### src/rtl/multi_cycle_cpu.sv
// Purpose: 16-bit-instruction multi-cycle CPU (FETCH/DECODE/EXEC/MEM/WB/HALT), 16 x DATA_W register file.
// Latency: ALU/CMP/jump 4 cycles, LD/ST 5 cycles with zero-wait acks; each ack wait cycle adds one.
// Backpressure: req held with address/data stable until ack sampled high; define MULTI_CYCLE_CPU_RETIRE_CNT_EN for retired_cnt.
module multi_cycle_cpu #(
    parameter int DATA_W = 16,
    parameter int ADDR_W = 12
) (
    input  logic              clk,
    input  logic              reset_n,
    output logic              imem_req,
    output logic [ADDR_W-1:0] imem_addr,
    input  logic [15:0]       imem_rdata,
    input  logic              imem_ack,
    output logic              dmem_req,
    output logic              dmem_we,
    output logic [ADDR_W-1:0] dmem_addr,
    output logic [DATA_W-1:0] dmem_wdata,
    input  logic [DATA_W-1:0] dmem_rdata,
    input  logic              dmem_ack,
    output logic              zf,
    output logic              cf,
    output logic              adder_carry_out,
    output logic              halted,
    output logic [ADDR_W-1:0] pc,
    output logic [15:0]       instruction,
    output logic [31:0]       retired_cnt
);

    typedef enum logic [2:0] {
        S_FETCH, S_DECODE, S_EXEC, S_MEM, S_WB, S_HALT
    } state_t;

    localparam logic [3:0] OP_ADD  = 4'h0, OP_AND = 4'h1, OP_ADDI = 4'h2, OP_ANDI = 4'h3,
                           OP_LD   = 4'h4, OP_ST  = 4'h5, OP_CMP  = 4'h6, OP_JMP  = 4'h7,
                           OP_JE   = 4'h8, OP_JB  = 4'h9, OP_JA   = 4'hA, OP_HALT = 4'hF;

    state_t              state_q, state_d;
    logic [ADDR_W-1:0]   pc_q, pc_d;
    logic [15:0]         instr_q;
    logic [DATA_W-1:0]   rf_q [16];
    logic [DATA_W-1:0]   res_q;
    logic                zf_q, cf_q, carry_q;

    logic [3:0]          opcode, rd, rs1, rs2;
    logic [DATA_W-1:0]   op_a, op_b, imm, alu_b, alu_res;
    logic [DATA_W:0]     sum;
    logic                is_imm, is_mem, writes_reg, jump_taken;

    assign opcode = instr_q[15:12];
    assign rd     = instr_q[11:8];
    assign rs1    = instr_q[7:4];
    assign rs2    = instr_q[3:0];
    assign op_a   = rf_q[rs1];
    assign op_b   = rf_q[rs2];
    assign imm    = DATA_W'($signed(instr_q[3:0]));
    assign is_imm = (opcode == OP_ADDI) || (opcode == OP_ANDI);
    assign alu_b  = is_imm ? imm : op_b;
    assign sum    = {1'b0, op_a} + {1'b0, alu_b};
    assign alu_res = (opcode == OP_AND || opcode == OP_ANDI) ? (op_a & alu_b) : sum[DATA_W-1:0];
    assign is_mem = (opcode == OP_LD) || (opcode == OP_ST);
    assign writes_reg = (opcode == OP_ADD) || (opcode == OP_AND) || (opcode == OP_ADDI) ||
                        (opcode == OP_ANDI) || (opcode == OP_LD);
    assign jump_taken = (opcode == OP_JMP) ||
                        (opcode == OP_JE && zf_q) ||
                        (opcode == OP_JB && cf_q) ||
                        (opcode == OP_JA && !zf_q && !cf_q);

    // Next-state and next-pc; pc only moves in WB, HALT keeps its own address.
    always_comb begin
        state_d = state_q;
        pc_d    = pc_q;
        unique case (state_q)
            S_FETCH:  if (imem_ack) state_d = S_DECODE;
            S_DECODE: state_d = S_EXEC;
            S_EXEC:   state_d = is_mem ? S_MEM : S_WB;
            S_MEM:    if (dmem_ack) state_d = S_WB;
            S_WB: begin
                if (opcode == OP_HALT) begin
                    state_d = S_HALT;
                end else begin
                    state_d = S_FETCH;
                    pc_d    = jump_taken ? ADDR_W'(instr_q[11:0]) : pc_q + ADDR_W'(1);
                end
            end
            S_HALT:   state_d = S_HALT;
            default:  state_d = S_FETCH;
        endcase
    end

    // State register.
    always_ff @(posedge clk or negedge reset_n) begin
        if (!reset_n) state_q <= S_FETCH;
        else          state_q <= state_d;
    end

    // Datapath registers: instruction latch, ALU/load result, flags, pc.
    always_ff @(posedge clk or negedge reset_n) begin
        if (!reset_n) begin
            pc_q    <= '0;
            instr_q <= '0;
            res_q   <= '0;
            zf_q    <= 1'b0;
            cf_q    <= 1'b0;
            carry_q <= 1'b0;
        end else begin
            pc_q <= pc_d;
            if (state_q == S_FETCH && imem_ack) instr_q <= imem_rdata;
            if (state_q == S_EXEC) begin
                res_q <= alu_res;
                if (opcode == OP_ADD || opcode == OP_ADDI) carry_q <= sum[DATA_W];
                if (opcode == OP_CMP) begin
                    zf_q <= (op_a == op_b);
                    cf_q <= (op_a < op_b);
                end
            end
            if (state_q == S_MEM && dmem_ack && opcode == OP_LD) res_q <= dmem_rdata;
        end
    end

    // Register file, written only in WB so sources always see the old value.
    always_ff @(posedge clk or negedge reset_n) begin
        if (!reset_n) begin
            for (int i = 0; i < 16; i++) rf_q[i] <= '0;
        end else if (state_q == S_WB && writes_reg) begin
            rf_q[rd] <= res_q;
        end
    end

`ifdef MULTI_CYCLE_CPU_RETIRE_CNT_EN
    logic [31:0] retired_q;

    // Retirement counter: one per WB, HALT included, wraps naturally.
    always_ff @(posedge clk or negedge reset_n) begin
        if (!reset_n)              retired_q <= '0;
        else if (state_q == S_WB)  retired_q <= retired_q + 32'd1;
    end
    assign retired_cnt = retired_q;
`else
    assign retired_cnt = '0;
`endif

    // reset_n gates req so it drops the instant reset asserts even though state resets to FETCH.
    assign imem_req        = (state_q == S_FETCH) && reset_n;
    assign imem_addr       = pc_q;
    assign dmem_req        = (state_q == S_MEM);
    assign dmem_we         = dmem_req && (opcode == OP_ST);
    assign dmem_addr       = ADDR_W'(instr_q[7:0]);
    assign dmem_wdata      = rf_q[rd];
    assign zf              = zf_q;
    assign cf              = cf_q;
    assign adder_carry_out = carry_q;
    assign halted          = (state_q == S_HALT);
    assign pc              = pc_q;
    assign instruction     = instr_q;

endmodule

### config.mk
export PLATFORM = sky130hd
export DESIGN_NAME = multi_cycle_cpu
export DESIGN_NICKNAME = d
export VERILOG_FILES = /design/src/rtl/multi_cycle_cpu.sv
export SDC_FILE = /design/constraint.sdc
export NUM_CORES = 1
export LEC_CHECK = 0
export ABC_AREA = 0
export CAP_MARGIN = 0
export CORE_ASPECT_RATIO = 1.25
export CORE_UTILIZATION = 45
export DETAILED_ROUTE_END_ITERATION = 12
export DONT_BUFFER_PORTS = 1
export HOLD_SLACK_MARGIN = 0.06
export PLACE_DENSITY = 0.71
export SLEW_MARGIN = 25
export SYNTH_ARGS = -nofsm -noshare
export SYNTH_HDL_FRONTEND = slang
export SYNTH_SLANG_ARGS = --single-unit
### constraint.sdc
create_clock -name clk -period 3.85 [get_ports clk]
set_clock_uncertainty 0.15 [all_clocks]
set_input_delay 1.155 -clock clk [delete_from_list [all_inputs] [get_ports clk]]
set_output_delay 1.155 -clock clk [all_outputs]
set_load 0.02 [all_outputs]
# --- Yosys cells after proc, flatten, opt, wreduce, memory -nomap -nowiden ---
# Index checks and enable logic that the tools add are counted.
# W data, S select, Z words.
totals:
  wordCells: 107
  ff_bits: 306
classes:
  order_cmp: 5
  muxes: 22
  eq_ne: 19
  reduce_logical: 31
  add_sub_neg: 2
  n_bitwise: 5
op_table:
  columns: ["op", "count"]
  rows:
  - ["$bwmux W256", 1]
  - ["$bmux W16 S4", 3]
  - ["$mux W16", 11]
  - ["$demux W16 S4", 1]
  - ["$pmux W3 S6", 1]
  - ["$add A16 B16 Y17", 1]
  - ["$and A16 B16 Y16", 1]
  - ["$eq A16 B16 Y1", 1]
  - ["$eq A4 B3 Y1 const B", 4]
  - ["$eq A4 B4 Y1 const B", 4]
  - ["$lt A16 B16 Y1", 1]
  - ["$ge A5 B5 Y1 const B", 3]
  - ["$not A4 Y5", 3]
  - ["$add A12 B1 Y12 const B", 1]
  - ["$mux W12", 1]
  - ["$mux W3", 4]
  - ["$logic_and A1 B1 Y1", 11]
  - ["$logic_or A1 B1 Y1", 11]
  - ["$eq A4 B2 Y1 const B", 2]
  - ["$reduce_and A2 Y1", 4]
  - ["$eq A3 B2 Y1 const B", 2]
  - ["$eq A3 B3 Y1 const B", 2]
  - ["$lt A5 B1 Y1 const B", 1]
  - ["$eq A4 B1 Y1 const B", 1]
  - ["8 further kinds", 9]

# --- Logic depth before layout (Yosys ltp) ---
depth:
  word_depth: 9
  mapped_depth: 13
  mapped_depth_nobuf: 11

# --- Worst setup path before layout ---
# OpenSTA, ideal clock, no wires.
synth_timing:
  path_type: "reg-to-reg"
  from: "register instr_q[0], in the netlist instruction[0]"
  to: "register res_q[10]"
  slack_ps: -287
  path_stages_with_launch: 14
  t_arrival_ps: 3861
  setup_time_ps: 126
  t_required_ps: 3574
  path_buffers: 2
  path_cell_list: "dfrtp_1 buf_6 buf_12 mux4_1 mux4_2 mux2_2 ha_1 fa_1 a211oi_1 o21ai_1 a21oi_1 xor2_1 a31oi_1 a221o_1"
synth_via:
  elab_chain_cells: 9
  word_cells_on_any_way: 10
  classes_between: "add/sub (1); mux (7); bitwise (2)"
synth_rtl:
  columns: ["element", "line_no", "text"]
  rows:
  - ["from (decl)", "39", "logic [15:0] instr_q;"]
  - ["from (signal assigned)", "107", "if (state_q == S_FETCH && imem_ack) instr_q <= imem_rdata;"]
  - ["$not A4 Y5 (implied by the code)", "54", "assign op_b = rf_q[rs2];"]
  - ["$bmux W16 S4", "54", null]
  - ["$mux W16 (implied by the code) (2 in series)", "54", null]
  - ["$mux W16 *", "57", "assign alu_b = is_imm ? imm : op_b;"]
  - ["$add A16 B16 Y17 / $and A16 B16 Y16 (equally long branches)", "58, 59", null]
  - ["$mux W16 *", "59", "assign alu_res = (opcode == OP_AND || opcode == OP_ANDI) ? (op_a & alu_b) : sum[DATA_W-1:0];"]
  - ["$mux W16 *", "108", "if (state_q == S_EXEC) begin"]
  - ["$mux W16 *", "116", "if (state_q == S_MEM && dmem_ack && opcode == OP_LD) res_q <= dmem_rdata;"]
  - ["to (signal assigned)", "109", "res_q <= alu_res;"]
  - ["to (signal assigned)", "116", null]
  - ["to (decl)", "41", "logic [DATA_W-1:0] res_q;"]
# Mark *: on every way between the ends. The rest lies on a longest branch, timed or not. The select of a mux whose other input is x is not followed.
# A chain may end at the register's enable or synchronous reset.

# --- Worst setup path in the final report ---
# Ends and elaborated chain as after synthesis.

==> impl_metrics.ini <==
[outcome]
violations = negative setup slack
outcome = finished, violations left

[place]
gp_congestion = 0.969
port_buffers = 0
placed_area_sq_mm = 0.0208
dpl.hpwl_mm = 37.4

[floorplan]
die_area_sq_mm = 0.0448
die_w_um = 190
rows = 85
boundaryPins = 143
start_util = 0.458
die_h_um = 236
design.core.area_sq_mm = 0.0432

[detailed_routing]
dr.pass1.iters = 5
vias_per_cell = 6.71
drtIter0Drc = 1185
post-route-drc-count = 0
routedWlPerCell_um = 28.9
routed_wl_mm = 58.2
vias = 13514
postRouteAntennaNets = 0

[sta]
totalNegativeSetupSlack_ps = -264
fin_ws_ps = -77.4
hold_viol_final = 0
post-route-min-period_ps = 3930
rsz0062_at_grt = true
post-route-period-util = 1.02
maxSlewHeadroom = 0.265
worst_pin_slew_ps = 1100
hold_ws_ps = 141
fmax_mhz = 255
setup_viol = 7
maxSlewViolCount = 0

[logic_synthesis]
synth_edf_count = 0
ys_top_cells_by_area = dfrtp_1 (39%), mux4_2 (25%), mux2_1 (10%)
synth-seq-cells = 306
synth_top_area_frac = 0.387
postSynthCellCount = 1393
synth.most_common_cell = dfrtp_1
avgSynthCellArea_sq_um = 14.2
synth-async-reset-ratio = 1.00
yosys.area.top_type = dfrtp_1
ys.flop_type = dfrtp_1
synth-seq-area-share = 0.387
yosysWarnings = 0
synth_common_cells = dfrtp_1 (306), mux4_2 (223), mux2_1 (184)
synth_cell_types = 67
syn_area_sq_mm = 0.0198

[worst_setup_path]
cp.buffers_inverters = 2
ff2ff_setup_slack_ps = -80
cp.arrival_ps = 4260
cp_cell_sequence = buf_12, mux4_2, mux4_2, mux2_4, fa_2, a211oi_4, o21ai_1, a21oi_2, buf_6, xor2_1, a31oi_1, a221o_1
worst-path-max-fanout = 8
endpoint_kind = register
crit_path_start_kind = register
cpMaxStageDelayCell = dfrtp_4
cpLargestDelayFamily = multiplexers
path_class = register to register
max_stage_delay_ps = 590
critical_path_required_ps = 4190
cp_common_cell = mux4_2

[power_and_ir_drop]
p_leak_nw = 10.1
total_power_mw = 17.6
ir_worst_vdd_v = 0.000679
powerDensity_mw_per_mm2 = 787

[clocking]
clkTransAtPathRegs_ps = 80
numCtsBuffers = 30
cts-root-buf = clkbuf_16
clock-sinks = 306
htree_levels = 1
insertion_delay_ps = 600
cts_buffer_depth = 3
cts_tree = yes

[cells_and_area]
drive_above_1_share = 0.385
fin_area_sq_mm = 0.0224
filler_cell_count = 3476
multi_input_area_sq_mm = 0.0113
nets = 1494
seq_area_sq_mm = 0.00768
area_growth_pct = 13.3

[min_path]
hp-class = primary input to async pin

[grt]
antenna_found_initial = 2
grt_pass1_wl_mm = 87.0
grt_max_degree = 308
gr-total-overflow = 0
track_usage = 0.260
grt_pass1_vias = 13924

[run]
drv_cap = 0
## layout by cell type (no fill, tap or decap), types with 4 or more instances in the layout
cell       netlist  final
dfrtp_1        306    296
mux4_2         223    230
mux2_1         184    184
mux2_2          91     89
buf_4           65     86
nand2_1         46     45
a21oi_1         50     45
nor2_1          39     38
conb_1           1     36
clkbuf_16        0     36
ha_1            33     26
buf_12           4     26
inv_1           24     24
a21o_1          21     21
o21ai_0         23     16
nand3_1         15     15
nor3_1          12     11
o21ai_1          6     11
mux4_1          17     10
buf_6            3     10
nor2_2           9      9
mux2i_1          9      9
nand2b_1         8      8
nand4_1          8      8
clkbuf_8         0      8
and2_1           7      7
nand3b_1         6      6
o21a_1           6      6
ha_4             0      6
dfrtp_4          0      6
and3_1           6      5
o22ai_1          5      5
a22oi_1          5      5
clkinv_2         0      5
clkbuf_1        54      5
a21oi_2          0      4
buf_16           0      4
dfrtp_2          0      4
buf_8            0      4
## flip-flops by register name, indices dropped and copies added, names as in the netlist
register and flops:
instruction 16, imem_addr 12, adder_carry_out 1, zf 1, rf_q 256, state_q 3, cf 1, res_q 16
## area by class of cell
cell class / instances / area share
clock buffers: 44 / 0.0404
well taps: 565 / 0.0316
multi-input cells: 926 / 0.504
clock inverters: 10 / 0.00586
repair buffers: 136 / 0.0706
diodes: 2 / 0.000223
inverters: 24 / 0.00402
flip-flops and latches: 306 / 0.343
## what timing repair did
item                       CTS  global route
setup endpoints to repair   23            25
buffers inserted            12             9
pin swaps                    6            25
hold buffers                 0             0
resized for setup           22            45
cloned                       2             5
## stage by stage
step                      utilization  std cells  setup slack, ps
after detailed placement        0.481       1932            -95.4
after global placement          0.481       1932            -66.7
after global routing            0.519       2013             -179
after floorplan                     -       1428             4.76
after CTS                       0.511       2000            -38.3
final                           0.519       2013            -77.4
## worst reg2reg max path, delay by kind of cell, from the launching register on
family / cells / cell delay [ps]
flops: 1 / 590
fa+ha+maj: 1 / 400
buf+inv: 2 / 320
mux: 3 / 1350
compound gates: 5 / 890
xor+xnor: 1 / 140
## worst paths after layout
check,endpoint,start,cells after the start
hold reg to reg,rf_q[92],rf_q[92],1
min in group clk,rf_q[92],rf_q[92],1
max in group asynchronous,instruction[5],reset_n,0
setup reg to reg,res_q[10],instruction[0],12
hold / removal,rf_q[81],reset_n,0
setup / recovery,res_q[10],instruction[0],12
## report_power, final
part,leakage [nW],switching (mW),internal [mW],total [mW]
combinational,5.39,4.07,4.51,8.58
sequential,4.16,1.76,4.15,5.91
clock,0.512,1.31,1.82,3.13
## logic make-up (layout without fill, tap and decap cells)
logic type               after synthesis  in the layout  synth area share
adder cells (fa/ha/maj)               34             34            0.0219
other                                  1             38          0.000190
XOR/XNOR                               4              4           0.00177
multiplexers                         524            524             0.438
AO/OA/AOI/OAI                        149            149            0.0478
AND/OR/NAND/NOR                      179            179            0.0471
buffers and inverters                196            214            0.0562
flip-flops                           306            306             0.387
## layer usage
metal,vias up,global-route usage,routed length [um]
met4,0,0.126,3080
met3,171,0.0466,4870
met5,-,0,0
met1,7120,0.316,21000
li1,5453,-,-
met2,770,0.444,29300
No activity file was read; power rests on OpenSTA's default activity.
